--- src/rtl/req_ack_responder.sv ---
`default_nettype none
// ============================================================================
// Module   : req_ack_responder
// Function : Responder side of the single-cycle req/ack pulse protocol with
//            fixed ack latency, minimum-spacing enforcement and status counters.
// Revision : 1.0
// ============================================================================
module req_ack_responder #(
    parameter int unsigned ACK_LATENCY = 4,
    parameter int unsigned MIN_GAP     = 8,
    parameter int unsigned CNT_W       = 8
) (
    input  logic             clk,
    input  logic             rst_n,
    input  logic             req,
    input  logic             err_clr,
    output logic             ack,
    output logic             busy,
    output logic             gap_err,
    output logic [CNT_W-1:0] req_count,
    output logic [CNT_W-1:0] ack_count
);

    localparam int unsigned          c_GAP_W    = $clog2(MIN_GAP);
    localparam logic [c_GAP_W-1:0]   c_GAP_INIT = c_GAP_W'(MIN_GAP - 1);
    localparam logic [3:0]           c_LAT_INIT = 4'(ACK_LATENCY - 1);
    localparam bit                   c_LAT_ONE  = (ACK_LATENCY == 1);

    // r_gap == 0 means the spacing since the last accepted req is satisfied.
    logic [c_GAP_W-1:0] r_gap;
    logic [3:0]         r_lat;
    logic               w_accept;
    logic               w_violation;
    logic               w_ack_next;

    always_comb begin
        w_accept    = req && (r_gap == '0);
        w_violation = req && !w_accept;
        // ack is registered, so it is loaded one edge before it is sampled high.
        w_ack_next  = (w_accept && c_LAT_ONE) || (r_lat == 4'd1);
    end

    always_ff @(posedge clk or negedge rst_n) begin
        if (!rst_n) begin
            r_gap     <= '0;
            r_lat     <= '0;
            ack       <= 1'b0;
            busy      <= 1'b0;
            gap_err   <= 1'b0;
            req_count <= '0;
            ack_count <= '0;
        end else begin
            if (w_accept) begin
                r_gap <= c_GAP_INIT;
            end else if (r_gap != '0) begin
                r_gap <= r_gap - c_GAP_W'(1);
            end

            if (w_accept) begin
                r_lat <= c_LAT_INIT;
            end else if (r_lat != 4'd0) begin
                r_lat <= r_lat - 4'd1;
            end

            ack <= w_ack_next;

            if (w_accept) begin
                busy <= 1'b1;
            end else if (ack) begin
                busy <= 1'b0;
            end

            if (w_violation) begin
                gap_err <= 1'b1;
            end else if (err_clr) begin
                gap_err <= 1'b0;
            end

            if (w_accept) begin
                req_count <= req_count + CNT_W'(1);
            end
            if (ack) begin
                ack_count <= ack_count + CNT_W'(1);
            end
        end
    end

`ifdef FORMAL
    a_ack_after_accept : assert property (@(posedge clk) disable iff (!rst_n)
        w_accept |-> ##ACK_LATENCY ack);
    a_no_spurious_ack : assert property (@(posedge clk) disable iff (!rst_n)
        !$past(w_accept, ACK_LATENCY) |-> !ack);
    a_ack_one_cycle : assert property (@(posedge clk) disable iff (!rst_n)
        ack |=> !ack);
    a_count_order : assert property (@(posedge clk) disable iff (!rst_n)
        (req_count < {CNT_W{1'b1}}) |-> (ack_count <= req_count));
    c_two_busy : cover property (@(posedge clk) req_count == CNT_W'(2) && busy);
    c_second_ack : cover property (@(posedge clk) ack && ack_count == CNT_W'(1));
    c_gap_err : cover property (@(posedge clk) $rose(gap_err));
`endif

endmodule
`default_nettype wire

--- config.mk ---
export PLATFORM = sky130hd
export DESIGN_NAME = req_ack_responder
export DESIGN_NICKNAME = d
export VERILOG_FILES = /design/src/rtl/req_ack_responder.sv
export SDC_FILE = /design/constraint.sdc
export NUM_CORES = 1
export LEC_CHECK = 0
export ABC_AREA = 1
export CAP_MARGIN = 0
export CORE_UTILIZATION = 25
export CTS_CLUSTER_SIZE = 8
export DETAILED_ROUTE_END_ITERATION = 16
export GPL_ROUTABILITY_DRIVEN = 0
export SLEW_MARGIN = 20
export SYNTH_ARGS = -nofsm -noshare
export SYNTH_HDL_FRONTEND = slang
export SYNTH_SLANG_ARGS = --single-unit
--- constraint.sdc ---
create_clock -name clk -period 1.75 [get_ports clk]
set_clock_uncertainty 0.05 [all_clocks]
set_input_delay 0.4375 -clock clk [delete_from_list [all_inputs] [get_ports clk]]
set_output_delay 0.4375 -clock clk [all_outputs]
set_load 0.01 [all_outputs]
==> impl_metrics.json <==
{
  "drv_cap": 0,
  "final_nets": 190,
  "first_pass_iters": 2,
  "critPathRequiredTime_ps": 1260,
  "drc_errors": 0,
  "hold_violations": 0,
  "max_stage_delay_ps": 550,
  "antenna_cells": 0,
  "path_class": "reg2out",
  "core_region_area_um2": 4790,
  "cts_buffers": 3,
  "ioPinCount": 23,
  "clock_path_buffers": 2,
  "cts_max_level": 1,
  "ys_types": 24,
  "grt_overflow": 0,
  "yosysWarnings": 0,
  "hold-worst-slack_ps": 447,
  "cts_tree": "yes",
  "crit_slowest_cell": "clkdlybuf4s50_1",
  "cp_top_family": "buffers and inverters",
  "syn-num-nets": 149,
  "worst_pin_slew_ps": 340,
  "fmax_mhz": 587,
  "grt_first_pass_wirelength_um": 4090,
  "drv_slew": 0,
  "fin_crit_ps": 1700,
  "row_count": 25,
  "setup_tns_ps": 0,
  "grt_usage_pct": 10.3,
  "vias": 991,
  "area_growth_pct": 38.5,
  "ys_seq_area_share_pct": 51.4,
  "p_per_area_nw_per_um2": 1460,
  "wl_um": 2340,
  "ys_ff_latch": 26,
  "cts_sinks": 26,
  "grt_antenna_before_repair": 0,
  "setup_violations": 0,
  "cp_cell_sequence": "clkdlybuf4s50_1",
  "drtAntennaViolNets": 0,
  "slew_headroom_pct": 77.3,
  "critPathCaptureType": "output pin",
  "rsz0062_at_grt": "false",
  "hold_path.class": "reg2reg",
  "drive_gt1_share_pct": 16.8,
  "avgViaCountPerCell": 4.03,
  "start_kind": "flop",
  "n_fill_cell": 493,
  "grt_pass1_vias": 943,
  "grt_max_degree": 27,
  "avgRoutedWirePerCell_um": 9.50,
  "synth_area_um2": 1260,
  "clock_latency_ps": 280,
  "worst-path-buf-inv": 1,
  "ir_drop_mv": 0.784,
  "path_clk_slew_ps": 100,
  "crit_arrival_ps": 1220,
  "status": "completed",
  "fp.dieArea_um2": 5350,
  "start_util_pct": 26.4,
  "die_w_um": 73.1,
  "io_buffers": 22,
  "ctsRootBufferMaster": "clkbuf_8",
  "dr.first_iter.drc_count": 13,
  "hpwl_um": 1650,
  "crit_path_max_fanout": 3,
  "cts_hold_buf": 0,
  "post-route-period-util_pct": 97.4,
  "leakage_nw": 0.886,
  "die_h_um": 73.1,
  "syn_area_per_cell_um2": 9.10,
  "syn_inst": 139
}
==> path summary, 6_finish.rpt <==
path | from | end | slack, ps | cells after the start
worst max register to register | r_gap[0] | req_count[5] | 360 | 7
min in group asynchronous | rst_n | ack_count[6] | 480 | 2
worst max-delay path | ack_count[2] | ack_count[2] | 50 | 1
max in group asynchronous | rst_n | req_count[4] | 910 | 2
worst min register to register | r_gap[0] | r_gap[0] | 450 | 1
worst min-delay path | r_gap[0] | r_gap[0] | 450 | 1
==> state kept, by name (all words and copies together) (netlist names) <==
name and cells:
r_gap 3, req_count 8, gap_err 1, busy 1, r_lat 4, ack 1
ack_count 8
==> through the flow <==
step	instances	instance area (µm²)	power (mW)	util [%]	worst slack, ps
2_1_floorplan	139	1260	1.56	-	468
3_3_place_gp	231	1590	1.96	33.3	80.5
3_5_place_dp	231	1590	1.97	33.3	74.8
4_1_cts	242	1720	2.56	35.9	1.22
5_1_grt	246	1750	2.77	36.6	8.20
6_report	246	1750	2.57	36.6	45.9
==> final cells by class <==
class	count	area [µm²]	area share (%)
tap	67	83.8	4.79
sequential	26	653	37.3
clock buffer	3	41.3	2.36
clock inverter	1	30.0	1.71
timing repair buffer	36	329	18.8
multi-input combinational	90	528	30.1
inverter	23	86.3	4.93
==> metal layers <==
| metal | share of wire [%] | track usage, % |
|---|---|---|
| met1 | 45 | 11.8 |
| met2 | 49 | 17.7 |
| met3 | 4.3 | 3.31 |
| met4 | 1.5 | 3.92 |
| met5 | 0 | 0 |
==> what timing repair did <==
action / CTS / global route
buffers inserted: 7 / 4
gates resized for setup: 3 / 2
endpoints found under the setup margin: 8 / 6
==> cells in the final DEF, fill, tap and decap left out, drive strengths merged <==
cell / count
nand2: 33
dfrtp: 26
inv: 23
clkdlybuf4s50: 19
buf: 14
nor2: 12
nand3: 9
xor2: 7
ha: 6
a21oi: 5
o21ai: 5
nand4: 3
clkbuf: 3
or2: 2
dlymetal6s2s: 2
nor3b: 1
xnor2: 1
a31oi: 1
and3: 1
nor3: 1
mux2: 1
a211oi: 1
nor4: 1
bufinv: 1
dlygate4sd2: 1
==> synth_stat cells (all sizes together) <==
master  count  share of area (%)
a211oi      1               0.59
a21oi       5                2.0
a31oi       1               0.49
and3        1               0.49
dfrtp      26                 51
ha          6                5.9
inv        23                6.8
mux2        1               0.89
nand2      33                 10
nand3       9                4.6
nand4       3                1.5
nor2       12                5.3
nor3        1               0.40
nor3b       1               0.59
nor4        1               0.49
o21ai       5                2.0
or2         2               0.99
xnor2       1               0.69
xor2        7                4.8
==> power breakdown <==
part,switching (mW),internal [mW]
Sequential,0.149,0.812
Combinational,0.534,0.562
Clock,0.203,0.306
Total,0.886,1.68
==> cell families after synthesis <==
| kind of cell | after synthesis | share of synthesized area [%] |
|---|---|---|
| multiplexers | 1 | 0.890 |
| AND/OR/NAND/NOR | 63 | 24.3 |
| flip-flops | 26 | 51.4 |
| buffers and inverters | 23 | 6.83 |
| AO/OA/AOI/OAI | 12 | 5.04 |
| adder cells (fa/ha/maj) | 6 | 5.93 |
| XOR/XNOR | 8 | 5.54 |
Note: power is estimated with default switching activity, not from simulation.
